**config.mk**
```make
export PLATFORM = sky130hd
export DESIGN_NAME = draw_scroll_layer
export DESIGN_NICKNAME = d
export VERILOG_FILES = /design/src/rtl/draw_scroll_layer.sv
export SDC_FILE = /design/constraint.sdc
export NUM_CORES = 1
export LEC_CHECK = 0
export BUFFER_PORTS_ARGS = -buffer_cell sky130_fd_sc_hd__buf_2
export CORE_MARGIN = 2
export CORE_UTILIZATION = 44
export CTS_CLUSTER_SIZE = 12
export DETAILED_ROUTE_END_ITERATION = 10
export HOLD_SLACK_MARGIN = 0.1
export SLEW_MARGIN = 20
export SYNTH_ARGS = -nofsm -noshare
export SYNTH_HDL_FRONTEND = slang
export SYNTH_SLANG_ARGS = --single-unit
```
**constraint.sdc**
```tcl
create_clock -name Clk -period 6.8 [get_ports Clk]
set_clock_uncertainty 0.05 [all_clocks]
set_input_delay 1.36 -clock Clk [delete_from_list [all_inputs] [get_ports Clk]]
set_output_delay 1.36 -clock Clk [all_outputs]
set_load 0.02 [all_outputs]
```
**src/rtl/draw_scroll_layer.sv**
```systemverilog
// Scrolling background strip: frame-driven scroll position with speed ramp and death
// freeze, plus registered sprite-ROM address and window-hit flags for write and draw sides.
module draw_scroll_layer #(
  parameter int unsigned           ADDR_W       = 18,
  parameter logic [ADDR_W-1:0]     BASE_ADDR    = ADDR_W'(85015),
  parameter int unsigned           STRIP_W      = 2400,
  parameter int unsigned           STRIP_H      = 24,
  parameter int unsigned           WIN_W        = 640,
  parameter int unsigned           POS_X        = 0,
  parameter int unsigned           POS_Y        = 400,
  parameter int unsigned           SPEED_INIT   = 4,
  parameter int unsigned           SPEED_MAX    = 12,
  parameter int unsigned           ACCEL_FRAMES = 600
) (
  input  logic                        Clk,
  input  logic                        Reset,
  input  logic                        frame_strobe,
  input  logic                        Dead,
  input  logic [9:0]                  WriteX,
  input  logic [9:0]                  WriteY,
  input  logic [9:0]                  DrawX,
  input  logic [9:0]                  DrawY,
  output logic                        horizon_on_wr,
  output logic                        horizon_on_dr,
  output logic [ADDR_W-1:0]           address,
  output logic [$clog2(STRIP_W)-1:0]  scroll_pos,
  output logic [5:0]                  speed
);

  localparam int SW = $clog2(STRIP_W);
  localparam int CW = (ACCEL_FRAMES > 1) ? $clog2(ACCEL_FRAMES) : 1;
  localparam int IW = (ADDR_W + 1 > 32) ? ADDR_W + 1 : 32;

  logic          fs_q;
  logic [CW-1:0] acc_cnt;
  logic          tick;
  logic          acc_last;
  logic [SW:0]   pos_sum;
  logic [SW:0]   pos_next;
  logic [5:0]    speed_next;

  assign tick       = frame_strobe & ~fs_q;
  assign acc_last   = (acc_cnt == CW'(ACCEL_FRAMES - 1));
  assign pos_sum    = {1'b0, scroll_pos} + (SW+1)'(speed);
  assign pos_next   = (pos_sum >= (SW+1)'(STRIP_W)) ? pos_sum - (SW+1)'(STRIP_W) : pos_sum;
  assign speed_next = (speed < 6'(SPEED_MAX)) ? speed + 6'd1 : speed;

  always_ff @(posedge Clk) begin
    if (Reset) begin
      fs_q       <= 1'b0;
      scroll_pos <= '0;
      speed      <= 6'(SPEED_INIT);
      acc_cnt    <= '0;
    end else begin
      fs_q <= frame_strobe;
      if (tick && !Dead) begin
        scroll_pos <= SW'(pos_next);
        if (acc_last) begin
          acc_cnt <= '0;
          speed   <= speed_next;
        end else begin
          acc_cnt <= acc_cnt + CW'(1);
        end
      end
    end
  end

  // Offsets are formed wide so a coordinate left of/above the window wraps to a
  // huge value and fails the single upper-bound compare.
  logic [IW-1:0] wr_dx, wr_dy, dr_dx, dr_dy;
  logic          in_wr, in_dr;
  logic [IW-1:0] col_sum, col, addr_full;

  assign wr_dx = IW'(WriteX) - IW'(POS_X);
  assign wr_dy = IW'(WriteY) - IW'(POS_Y);
  assign dr_dx = IW'(DrawX)  - IW'(POS_X);
  assign dr_dy = IW'(DrawY)  - IW'(POS_Y);

  assign in_wr = (wr_dx < IW'(WIN_W)) && (wr_dy < IW'(STRIP_H));
  assign in_dr = (dr_dx < IW'(WIN_W)) && (dr_dy < IW'(STRIP_H));

  assign col_sum   = IW'(scroll_pos) + wr_dx;
  assign col       = (col_sum >= IW'(STRIP_W)) ? col_sum - IW'(STRIP_W) : col_sum;
  assign addr_full = IW'(BASE_ADDR) + wr_dy * IW'(STRIP_W) + col;

  always_ff @(posedge Clk) begin
    if (Reset) begin
      horizon_on_wr <= 1'b0;
      horizon_on_dr <= 1'b0;
      address       <= BASE_ADDR;
    end else begin
      horizon_on_wr <= in_wr;
      horizon_on_dr <= in_dr;
      address       <= in_wr ? ADDR_W'(addr_full) : BASE_ADDR;
    end
  end

endmodule

```
==> summary.md <==
| Metric | Value |
|---|---|
| Number of buffers created by CTS | `5` |
| Max-cap check violation count | `0` |
| Resized cells post-CTS | `0` |
| Cell taking the most area after synthesis | `sky130_fd_sc_hd__ha_1` |
| Predominant post-synthesis flop cell | `sky130_fd_sc_hd__dfxtp_1` |
| Hold_buf cts | `0` |
| Die Span X | `114 µm` |
| Critical path fanouts, max | `5` |
| GR Util All Layers | `19.5%` |
| Number of distinct standard cells referenced by the synthesized netlist | `78` |
| Number of inserted filler cells in the final layout | `1,171` |
| Peak ir drop on the vdd network | `0.000148 V` |
| Startpoint of the worst register-to-register path | `scroll_pos[0]` |
| Violation count after the first detailed-route iteration | `246` |
| Count of buffers from port buffering | `71` |
| Top achievable clock speed | `160 MHz` |
| # nets final | `872` |
| Number of clock sinks | `49` |
| Final Setup Violations | `0` |
| Floorplan core area | `12,000 µm²` |
| Number of antenna violations at the first check in global routing | `0` |
| Die boundary height | `114 µm` |
| WL/cell | `14.2 µm` |
| Worst Setup Path Type | `primary input to flop` |
| Arr. time, crit path | `6.37 ns` |
| Most common library cells after synthesis | `83 x sky130_fd_sc_hd__ha_1, 71 x sky130_fd_sc_hd__nor2_1, 55 x sky130_fd_sc_hd__inv_1` |
| Number of search-and-repair iterations in the first detailed-routing pass | `4` |
| Area share of the largest cell type after synthesis | `19.4%` |
| Most common cell in the synthesized netlist | `sky130_fd_sc_hd__ha_1` |
| Clock root cell | `sky130_fd_sc_hd__clkbuf_16` |
| Number of flops mapped to enable cells by yosys | `0` |
| Setup repair after global routing missed its margin | `false` |
| Beginning of the critical path | `WriteY[4]` |
| Cell Count, Final, Fillers Out | `877` |
| Post-Route Hold Slack | `0.451 ns` |
| Min-Delay Path Class | `flop to flop` |
| First-pass GRT wire length | `21,100 µm` |
| Mapped Cells | `659` |
| Fraction of final layout cells sized beyond drive strength 1 | `14.5%` |
| Total placed instance area | `5880 µm²` |
| Via/cell ratio | `5.42` |
| Starting density of the core | `44.8%` |
| Remaining antenna violation count after routing | `0` |
| CTS tree | `yes` |
| Post-layout instance area | `6030 µm²` |
| Worst setup EP type | `flop` |
| DPL Wire Length | `10,100 µm` |
| Inst Count DP | `869` |
| RD Place Congestion | `0.899` |
| Total global routing overflow | `0` |
| Total Wirelength | `12,500 µm` |
| Run status | `finished clean` |
| Final hold violation count | `0` |
| Max transition margin | `60.6%` |
| Total standard cell area after synthesis | `5360 µm²` |
| Final count of pins violating max slew | `0` |
| Worst-Skew Late Latency | `0.30 ns` |
| Startpoint type of the worst setup path | `primary input` |
| Setup TNS after final layout | `0 ns` |
| Worst Path Required | `6.91 ns` |
| CTS Buffer Depth | `2` |
| Num rows | `40` |
| Number of warnings reported in the yosys synthesis log | `0` |
| Total power after layout | `1.65 mW` |
| Post-Synthesis Net Count | `802` |
| I/O pin cnt | `82` |
| DR DRC count | `0` |
| Post-Syn Area per Cell | `8.14 µm²` |
| Seq cells post-synth | `49` |
| Die footprint | `13,100 µm²` |
| Proportion of synthesized flip-flops having asynchronous set or reset | `0%` |
| CTS H-Tree Depth | `2` |
| Number of global-route vias before repair | `4,608` |
| Part of the Yosys area used for sequential elements | `18.3%` |
| Total power divided by cell area | `274 nW/µm²` |
| Launch instance of the worst min-delay path | `acc_cnt[1]` |
| Buffers inserted during post-CTS setup optimization | `0` |
| Period utilisation layout | `92.1%` |
| Top cells by area in the synthesized netlist | `sky130_fd_sc_hd__ha_1 19%, sky130_fd_sc_hd__dfxtp_1 18%, sky130_fd_sc_hd__fa_1 6.0%` |
| # diodes | `0` |
| Number of vias in the routed layout | `4,755` |
| Register clock-pin slew on the reported worst setup and hold paths | `0.08 ns` |
| Synthesis-to-layout area growth | `12.5%` |
| Tmin final | `6.27 ns` |
| Worst Tran Pin Value | `0.589 ns` |
| Reported leakage power | `2.79 nW` |
| Maximum number of pins on one net before global-route repair | `31` |
power breakdown:
part	internal [mW]	switching (mW)
logic	0.495	0.603
registers	0.290	0.00360
clock network	0.139	0.122
total	0.925	0.729
layout by cell type, fill, tap and decap left out, types with 7 or more instances in the layout:
cell / instances
sky130_fd_sc_hd__xnor2_1: 30
sky130_fd_sc_hd__ha_1: 83
sky130_fd_sc_hd__o21ai_0: 23
sky130_fd_sc_hd__nor2b_1: 12
sky130_fd_sc_hd__dfxtp_1: 49
sky130_fd_sc_hd__nor3_1: 21
sky130_fd_sc_hd__o211ai_1: 9
sky130_fd_sc_hd__nor2_1: 71
sky130_fd_sc_hd__a211oi_1: 7
sky130_fd_sc_hd__nand4_1: 7
sky130_fd_sc_hd__o21a_1: 10
sky130_fd_sc_hd__inv_1: 55
sky130_fd_sc_hd__nand2b_1: 9
sky130_fd_sc_hd__fa_1: 16
sky130_fd_sc_hd__a21oi_1: 30
sky130_fd_sc_hd__buf_2: 71
sky130_fd_sc_hd__nand3_1: 15
sky130_fd_sc_hd__nand2_1: 51
sky130_fd_sc_hd__nor4_1: 7
sky130_fd_sc_hd__xor2_1: 24
sky130_fd_sc_hd__a21o_1: 13
logic make-up (layout without fill, tap and decap cells):
kind of cell | after synthesis | after routing | share of synthesized area, %
compound gates | 154 | 154 | 20.8
xor+xnor | 54 | 54 | 8.82
fa+ha+maj | 99 | 99 | 25.3
buf+inv | 71 | 142 | 5.18
flops | 49 | 49 | 18.3
mux | 5 | 5 | 1.00
simple gates | 227 | 227 | 20.6
layout make-up:
| class | instances | area, µm² | area share [%] |
|---|---|---|---|
| timing repair buffer | 77 | 400 | 6.63 |
| sequential | 49 | 981 | 16.3 |
| inverter | 57 | 214 | 3.55 |
| clock inverter | 3 | 26.3 | 0.435 |
| clock buffer | 5 | 125 | 2.07 |
| multi-input combinational | 539 | 4100 | 68.0 |
| tap | 147 | 184 | 3.05 |
critical path, cell delays in order:
cell	delay, ns
sky130_fd_sc_hd__buf_2	0.09
sky130_fd_sc_hd__inv_1	0.05
sky130_fd_sc_hd__ha_1	0.22
sky130_fd_sc_hd__xor2_1	0.23
sky130_fd_sc_hd__ha_1	0.28
sky130_fd_sc_hd__ha_1	0.28
sky130_fd_sc_hd__inv_1	0.05
sky130_fd_sc_hd__fa_1	0.49
sky130_fd_sc_hd__fa_1	0.51
sky130_fd_sc_hd__inv_1	0.04
sky130_fd_sc_hd__ha_1	0.34
sky130_fd_sc_hd__and2_1	0.20
sky130_fd_sc_hd__a311oi_1	0.30
sky130_fd_sc_hd__xnor2_1	0.16
sky130_fd_sc_hd__ha_1	0.25
sky130_fd_sc_hd__ha_1	0.32
sky130_fd_sc_hd__and3_1	0.19
sky130_fd_sc_hd__or2_2	0.28
sky130_fd_sc_hd__o22a_1	0.16
sky130_fd_sc_hd__o41ai_1	0.10
sky130_fd_sc_hd__o21ai_0	0.22
sky130_fd_sc_hd__xnor2_1	0.19
sky130_fd_sc_hd__nor2_1	0.05
through the flow:
stage	setup WS [ns]	utilization, %
after floorplan	0.420	-
after CTS	0.536	50.4
after global placement	0.343	49.2
after detailed placement	0.250	49.2
after global routing	0.240	50.4
final	0.535	50.4
worst paths after layout:
kind | to | slack, ns | cells past startpoint
worst max register to register | address[17] | 1.51 | 23
worst min-delay path | acc_cnt[1] | 0.45 | 2
worst max-delay path | address[17] | 0.53 | 23
worst min register to register | acc_cnt[1] | 0.45 | 2
routing by layer:
layer | up-vias | global-route usage [%] | share of wire [%]
li1 | 2490 | - | -
met1 | 2186 | 26.1 | 48
met2 | 73 | 32.7 | 47
met3 | 6 | 3.44 | 3.5
met4 | 0 | 4.23 | 0.58
met5 | - | 0 | 0
registers in the layout, indices dropped and copies added, names as in the netlist:
name and flops:
address 18, scroll_pos 12, acc_cnt 10, speed 6
fs_q 1, horizon_on_dr 1, horizon_on_wr 1
Note: power is estimated with default switching activity, not from simulation.
